`src/rtl/mem_port_arbiter_if.sv`:
```
// Bus bundle between the fetch/load-store requesters, the shared memory and
// the arbiter. The slave modport is the arbiter's view; the master modport is
// the view of the environment: the pipeline stages plus the memory.
interface mem_port_arbiter_if #(
    parameter int AW = 32
);
    // Fetch port
    logic          i_req;
    logic [AW-1:0] i_addr;
    logic          i_kill;
    logic          i_gnt;
    logic          i_rvalid;
    logic [31:0]   i_rdata;
    // Load/store port
    logic          d_req;
    logic          d_we;
    logic [AW-1:0] d_addr;
    logic [31:0]   d_wdata;
    logic [3:0]    d_strb;
    logic          d_gnt;
    logic          d_rvalid;
    logic [31:0]   d_rdata;
    // Memory port
    logic          m_req;
    logic          m_we;
    logic [AW-1:0] m_addr;
    logic [31:0]   m_wdata;
    logic [3:0]    m_strb;
    logic          m_gnt;
    logic          m_rvalid;
    logic [31:0]   m_rdata;
    // Status and FSM debug view
    logic          busy;
    logic [2:0]    fsm_state;

    modport slave (
        input  i_req, i_addr, i_kill, d_req, d_we, d_addr, d_wdata, d_strb,
               m_gnt, m_rvalid, m_rdata,
        output i_gnt, i_rvalid, i_rdata, d_gnt, d_rvalid, d_rdata,
               m_req, m_we, m_addr, m_wdata, m_strb, busy, fsm_state
    );

    modport master (
        output i_req, i_addr, i_kill, d_req, d_we, d_addr, d_wdata, d_strb,
               m_gnt, m_rvalid, m_rdata,
        input  i_gnt, i_rvalid, i_rdata, d_gnt, d_rvalid, d_rdata,
               m_req, m_we, m_addr, m_wdata, m_strb, busy, fsm_state
    );
endinterface

```
`src/rtl/mem_port_arbiter.sv`:
```
// Shares one single-port memory between the fetch (I) and load/store (D)
// ports. One transaction outstanding at a time, D has fixed priority, and a
// streak counter forces an I grant after MAX_D_STREAK back-to-back D grants
// while a fetch is waiting.
//
// Handshake: a requester holds *_req until it sees the same-cycle *_gnt
// pulse in IDLE; the arbiter then owns the request. Towards memory, m_req and
// all m_* payload stay stable until m_gnt; exactly one m_rvalid follows each
// accepted request, possibly in the same cycle as m_gnt. *_rvalid pulses for
// one cycle and is passed through combinationally from m_rvalid.
module mem_port_arbiter #(
    parameter int AW           = 32,
    parameter int MAX_D_STREAK = 4
) (
    input logic               clk,
    input logic               rst,
    mem_port_arbiter_if.slave bus
);
    localparam logic [2:0] IDLE   = 3'd0;
    localparam logic [2:0] REQ_I  = 3'd1;
    localparam logic [2:0] REQ_D  = 3'd2;
    localparam logic [2:0] WAIT_I = 3'd3;
    localparam logic [2:0] WAIT_D = 3'd4;

    localparam int            SW         = $clog2(MAX_D_STREAK + 1);
    localparam logic [SW-1:0] STREAK_MAX = SW'(MAX_D_STREAK);

    logic [2:0]    state;
    logic [2:0]    state_nxt;
    logic [SW-1:0] streak;
    logic          drop;
    logic [AW-1:0] addr_q;
    logic          we_q;
    logic [31:0]   wdata_q;
    logic [3:0]    strb_q;

    logic i_elig;
    logic d_win;
    logic i_win;
    logic on_i;
    logic on_d;
    logic on_req;
    logic resp;

    // Arbitration and response qualification; nothing is granted or
    // returned during the reset cycle.
    always_comb begin
        i_elig = bus.i_req & ~bus.i_kill;
        d_win  = (state == IDLE) & ~rst & bus.d_req &
                 (~i_elig | (streak < STREAK_MAX));
        i_win  = (state == IDLE) & ~rst & i_elig & ~d_win;
        on_i   = (state == REQ_I) | (state == WAIT_I);
        on_d   = (state == REQ_D) | (state == WAIT_D);
        on_req = (state == REQ_I) | (state == REQ_D);
        resp   = bus.m_rvalid & ~rst;
    end

    // Next-state logic; a same-cycle m_gnt + m_rvalid skips the WAIT state.
    always_comb begin
        state_nxt = state;
        case (state)
            IDLE: begin
                if (d_win)      state_nxt = REQ_D;
                else if (i_win) state_nxt = REQ_I;
            end
            REQ_I:  if (bus.m_gnt) state_nxt = bus.m_rvalid ? IDLE : WAIT_I;
            REQ_D:  if (bus.m_gnt) state_nxt = bus.m_rvalid ? IDLE : WAIT_D;
            WAIT_I: if (bus.m_rvalid) state_nxt = IDLE;
            WAIT_D: if (bus.m_rvalid) state_nxt = IDLE;
            default: state_nxt = IDLE;
        endcase
    end

    // State, captured request payload, starvation streak and kill flag.
    always_ff @(posedge clk) begin
        if (rst) begin
            state   <= IDLE;
            streak  <= '0;
            drop    <= 1'b0;
            addr_q  <= '0;
            we_q    <= 1'b0;
            wdata_q <= '0;
            strb_q  <= '0;
        end else begin
            state <= state_nxt;

            if (d_win) begin
                addr_q  <= bus.d_addr;
                we_q    <= bus.d_we;
                wdata_q <= bus.d_wdata;
                strb_q  <= bus.d_strb;
            end else if (i_win) begin
                addr_q  <= bus.i_addr;
                we_q    <= 1'b0;
                wdata_q <= '0;
                strb_q  <= 4'hF;
            end

            // The streak only counts D wins that actually made a fetch wait.
            if (state == IDLE) begin
                if (i_win || !bus.i_req)
                    streak <= '0;
                else if (d_win && (streak < STREAK_MAX))
                    streak <= streak + 1'b1;
            end

            // A killed fetch still finishes on the bus; only its data is dropped.
            if (state_nxt == IDLE)
                drop <= 1'b0;
            else if (on_i && bus.i_kill)
                drop <= 1'b1;
        end
    end

    // Grants, memory request and combinational response routing.
    always_comb begin
        bus.i_gnt     = i_win;
        bus.d_gnt     = d_win;
        bus.m_req     = on_req;
        bus.m_we      = on_req & we_q;
        bus.m_addr    = on_req ? addr_q  : '0;
        bus.m_wdata   = on_req ? wdata_q : '0;
        bus.m_strb    = on_req ? strb_q  : '0;
        bus.i_rvalid  = resp & on_i & ~drop & ~bus.i_kill;
        bus.d_rvalid  = resp & on_d;
        bus.i_rdata   = bus.i_rvalid ? bus.m_rdata : '0;
        bus.d_rdata   = bus.d_rvalid ? bus.m_rdata : '0;
        bus.busy      = (state != IDLE);
        bus.fsm_state = state;
    end
endmodule
```
`src/flat_wrapper.sv`:
```
// flat-port wrapper written by rule: the top's interface ports become plain ports
module mem_port_arbiter_flat 
#(
    parameter int AW           = 32,
    parameter int MAX_D_STREAK = 4
)
  (clk, rst, bus_i_req, bus_i_addr, bus_i_kill, bus_d_req, bus_d_we, bus_d_addr, bus_d_wdata, bus_d_strb, bus_m_gnt, bus_m_rvalid, bus_m_rdata, bus_i_gnt, bus_i_rvalid, bus_i_rdata, bus_d_gnt, bus_d_rvalid, bus_d_rdata, bus_m_req, bus_m_we, bus_m_addr, bus_m_wdata, bus_m_strb, bus_busy, bus_fsm_state);
  mem_port_arbiter_if #(.AW(AW)) bus_i ();
  input logic clk;
  input logic rst;
  input wire logic [$bits(bus_i.i_req)-1:0] bus_i_req;
  input wire logic [$bits(bus_i.i_addr)-1:0] bus_i_addr;
  input wire logic [$bits(bus_i.i_kill)-1:0] bus_i_kill;
  input wire logic [$bits(bus_i.d_req)-1:0] bus_d_req;
  input wire logic [$bits(bus_i.d_we)-1:0] bus_d_we;
  input wire logic [$bits(bus_i.d_addr)-1:0] bus_d_addr;
  input wire logic [$bits(bus_i.d_wdata)-1:0] bus_d_wdata;
  input wire logic [$bits(bus_i.d_strb)-1:0] bus_d_strb;
  input wire logic [$bits(bus_i.m_gnt)-1:0] bus_m_gnt;
  input wire logic [$bits(bus_i.m_rvalid)-1:0] bus_m_rvalid;
  input wire logic [$bits(bus_i.m_rdata)-1:0] bus_m_rdata;
  output wire logic [$bits(bus_i.i_gnt)-1:0] bus_i_gnt;
  output wire logic [$bits(bus_i.i_rvalid)-1:0] bus_i_rvalid;
  output wire logic [$bits(bus_i.i_rdata)-1:0] bus_i_rdata;
  output wire logic [$bits(bus_i.d_gnt)-1:0] bus_d_gnt;
  output wire logic [$bits(bus_i.d_rvalid)-1:0] bus_d_rvalid;
  output wire logic [$bits(bus_i.d_rdata)-1:0] bus_d_rdata;
  output wire logic [$bits(bus_i.m_req)-1:0] bus_m_req;
  output wire logic [$bits(bus_i.m_we)-1:0] bus_m_we;
  output wire logic [$bits(bus_i.m_addr)-1:0] bus_m_addr;
  output wire logic [$bits(bus_i.m_wdata)-1:0] bus_m_wdata;
  output wire logic [$bits(bus_i.m_strb)-1:0] bus_m_strb;
  output wire logic [$bits(bus_i.busy)-1:0] bus_busy;
  output wire logic [$bits(bus_i.fsm_state)-1:0] bus_fsm_state;
  assign bus_i.i_req = bus_i_req;
  assign bus_i.i_addr = bus_i_addr;
  assign bus_i.i_kill = bus_i_kill;
  assign bus_i.d_req = bus_d_req;
  assign bus_i.d_we = bus_d_we;
  assign bus_i.d_addr = bus_d_addr;
  assign bus_i.d_wdata = bus_d_wdata;
  assign bus_i.d_strb = bus_d_strb;
  assign bus_i.m_gnt = bus_m_gnt;
  assign bus_i.m_rvalid = bus_m_rvalid;
  assign bus_i.m_rdata = bus_m_rdata;
  assign bus_i_gnt = bus_i.i_gnt;
  assign bus_i_rvalid = bus_i.i_rvalid;
  assign bus_i_rdata = bus_i.i_rdata;
  assign bus_d_gnt = bus_i.d_gnt;
  assign bus_d_rvalid = bus_i.d_rvalid;
  assign bus_d_rdata = bus_i.d_rdata;
  assign bus_m_req = bus_i.m_req;
  assign bus_m_we = bus_i.m_we;
  assign bus_m_addr = bus_i.m_addr;
  assign bus_m_wdata = bus_i.m_wdata;
  assign bus_m_strb = bus_i.m_strb;
  assign bus_busy = bus_i.busy;
  assign bus_fsm_state = bus_i.fsm_state;
  mem_port_arbiter #(.AW(AW), .MAX_D_STREAK(MAX_D_STREAK)) u_core (.clk(clk), .rst(rst), .bus(bus_i));
endmodule
```
`config.mk`:
```
export PLATFORM = sky130hd
export DESIGN_NAME = mem_port_arbiter_flat
export DESIGN_NICKNAME = d
export VERILOG_FILES = /design/src/rtl/mem_port_arbiter_if.sv /design/src/rtl/mem_port_arbiter.sv /design/src/flat_wrapper.sv
export SDC_FILE = /design/constraint.sdc
export NUM_CORES = 1
export LEC_CHECK = 0
export ABC_CLOCK_PERIOD_IN_PS = 1900
export CAP_MARGIN = 15
export CORE_MARGIN = 2
export CORE_UTILIZATION = 36
export DETAILED_ROUTE_END_ITERATION = 12
export GPL_TIMING_DRIVEN = 0
export MAX_ROUTING_LAYER = met4
export PLACE_DENSITY = 0.81
export SYNTH_ARGS = -nofsm -noshare
export SYNTH_HDL_FRONTEND = slang
export SYNTH_SLANG_ARGS = --single-unit
```
`constraint.sdc`:
```
create_clock -name clk -period 1.9 [get_ports clk]
set_input_delay 0.38 -clock clk [delete_from_list [all_inputs] [get_ports clk]]
set_output_delay 0.38 -clock clk [all_outputs]
set_load 0.05 [all_outputs]
```
==> impl_metrics.tcl <==
set metrics [dict create \
    worst_ir_drop_vdd_v 0.0004510 \
    crit_required_ps 1520 \
    clkTransAtPathRegs_ps 60 \
    seq_area_frac_synth_pct 36.29 \
    num_antenna_cells 0 \
    cts_buffer_depth 2 \
    gp_congestion 0.9432 \
    avgRoutedWirePerCell_um 21.03 \
    layout.nets 1030 \
    finalCritPeriodShare_pct 119.1 \
    slew_violations 0 \
    syn_area_sq_um 4193 \
    yosys.area_share.xor_xnor_pct 0.6267 \
    hp-class "flip-flop to flip-flop" \
    synth_edf_count 0 \
    setup_ws_ps -363.0 \
    clock_latency_ps 340 \
    wirelength_mm 21.81 \
    via_per_inst 5.281 \
    cp-end-kind "primary output" \
    ys_ff_latch 76 \
    numClockSinks 76 \
    synthMuxAreaShare_pct 0.4775 \
    grt_max_degree 14 \
    cp_num_buf_inv 4 \
    fin_hold_ws_ps 466.5 \
    yosys.area_share.simple_pct 38.05 \
    r2r-start "u_core.bus.fsm_state[0]" \
    slew_headroom_pct 45.64 \
    antenna_found_initial 0 \
    crit_slowest_cell "dfxtp_4" \
    rows 39 \
    p_leak_nw 4.000 \
    avgSynthCellArea_sq_um 7.750 \
    start_kind "flip-flop" \
    synthCells 541 \
    area_growth_pct 131.6 \
    pin_count 282 \
    synth_top_family_by_area "simple AND/OR/NAND/NOR gates" \
    grt_usage_pct 30.74 \
    hold_viol_final 0 \
    yosys.cell_types.count 29 \
    crit_end "bus_i_rdata[28]" \
    maxCapViolCount 0 \
    drive_gt1_share_pct 51.12 \
    core_sq_um 11370 \
    syn_nets 682 \
    firstDrtPassIters 5 \
    max_freq_mhz 441.9 \
    dp_slack_ps -1524 \
    grt_overflow 0 \
    grt_setup_unrepaired "true" \
    yosysTopAreaCellShare_pct 36.29 \
    drc 0 \
    cts_tree "built" \
    pwr_density_cell_nw_per_um2 536.7 \
    grt_pass1_wl_mm 29.29 \
    setup-violations-final 213 \
    cp.depth 7 \
    via_count 5476 \
    synth-compound-area-share_pct 18.53 \
    numCtsBuffers 9 \
    h-tree-depth 3 \
    synth_common_cells "and2_1 (135), dfxtp_1 (76), a21oi_1 (70), nand2_1 (70), nor2_1 (43)" \
    crit_type "flip-flop to primary output" \
    die_w_um 111.9 \
    critical_path.most_common_cell "buf_8" \
    critPathTopFamily "buffers and inverters" \
    die-area_sq_um 12530 \
    failed_checks "setup timing" \
    holdBufCountCts 0 \
    yosys.area_share.adder_pct 0.2984 \
    startpoint "u_core.bus.fsm_state[0]" \
    cp_max_fo 10 \
    final.setup_skew_ps 8.229 \
    tns_ps -48940 \
    drtIter0Drc 324 \
    worst_pin_slew_ps 815.3 \
    ys.flop_type "dfxtp_1" \
    postLayoutCellArea_sq_um 9711 \
    crit_chain "buf_8 > nor2b_4 > nor4b_4 > buf_6 > buf_8 > and2_4 > buf_8" \
    reg2reg_depth 11 \
    synth.largest_area_cell "dfxtp_1" \
    hpwl_mm 12.58 \
    reg2reg_to "u_core.addr_q[28]" \
    max_stage_delay_ps 360 \
    status "complete, but fails checks" \
    ant_nets 0 \
    arrival_ps 1880 \
    yosysWarnings 0 \
    r2r_slack_ps -310 \
    start_util_pct 36.88 \
    post_dp_cell_area_sq_um 7472 \
    io_buffers 281 \
    cts_root_buf "clkbuf_16" \
    first_global_vias 5461 \
    yosysMostFrequentCell "and2_1" \
    die_h_um 111.9 \
    synthArstFlopShare_pct 0 \
    synth_top_cells_by_area "dfxtp_1 (36%), and2_1 (20%), a211oi_2 (9.5%)" \
    min_period_ps 2263 \
]
==> cell families after synthesis <==
| logic type | after synthesis |
|---|---|
| compound gates | 106 |
| xor+xnor | 3 |
| fa+ha+maj | 1 |
| buf+inv | 51 |
| flops | 76 |
| mux | 2 |
| simple gates | 302 |
==> metrics by stage <==
step | instances | power, mW | utilization (%)
global route | 1037 | 5.362 | 85.41
global placement | 965 | 2.983 | 65.72
detailed placement | 965 | 3.007 | 65.72
CTS | 1020 | 4.980 | 80.00
floorplan | 541 | 2.446 | -
finish | 1037 | 5.212 | 85.41
==> repair_timing <==
item	in CTS	in global routing
buffers inserted	32	18
setup endpoints to repair	197	212
gates resized for setup	1218	129
gates cloned	9	9
pin swaps	41	47
hold endpoints to repair	0	0
==> worst min path at each step <==
stage / slack (ps) / start / cells after the start / endpoint
3_3_place_gp: 450 / u_core.wdata_q[9] / 2 / u_core.wdata_q[9]
2_1_floorplan: 440 / u_core.wdata_q[0] / 2 / u_core.wdata_q[0]
6_report: 470 / u_core.wdata_q[18] / 2 / u_core.wdata_q[18]
4_1_cts: 470 / u_core.wdata_q[12] / 2 / u_core.wdata_q[12]
5_1_grt: 490 / u_core.wdata_q[29] / 2 / u_core.wdata_q[29]
3_5_place_dp: 460 / u_core.wdata_q[20] / 2 / u_core.wdata_q[20]
==> sequential cells by signal (all words and copies together), names as in the netlist <==
signal,flops
u_core.we_q,1
u_core.wdata_q,32
u_core.streak,3
u_core.addr_q,32
u_core.drop,1
u_core.bus.fsm_state,3
u_core.strb_q,4
==> tightest hold or removal path: stages, from the launching register on <==
cell     delay, ps
dfxtp_1        310
nand3_1         60
a21oi_1         60
==> placed cells by master, fill, tap and decap left out, drive strengths merged, types with 5 or more instances in the layout <==
cell,Yosys,routed
nor3,10,10
buf,21,212
nor2,43,43
nand2,70,70
clkbuf,28,42
clkinv,1,5
nand3,35,35
and2,135,135
a211oi,32,32
dfxtp,76,76
clkdlybuf4s50,0,138
a21oi,70,70
==> metal layers <==
metal	vias up	routed length [um]	GRT usage [%]
met4	0	1220	13.33
met3	95	1451	6.206
met2	331	11520	55.80
met5	-	0	-
met1	2559	7624	32.15
li1	2491	-	-
==> cell type report <==
| class | count | area, sq um |
|---|---|---|
| sequential | 76 | 1530 |
| clock buffer | 11 | 254.0 |
| clock inverter | 5 | 35.03 |
| fill | 556 | 1659 |
| tap | 143 | 178.9 |
| buffer | 45 | 470.5 |
| multi-input combinational | 414 | 2959 |
| timing repair buffer | 341 | 4263 |
| inverter | 2 | 20.02 |
==> report_power, final <==
part / leakage (nW) / switching (mW) / internal [mW]
combinational: 3.23 / 0.843 / 0.932
clock: 0.141 / 0.709 / 0.965
sequential: 0.624 / 0.0647 / 1.70
total: 4.00 / 1.62 / 3.59
Power figures use the tool's default switching activity.
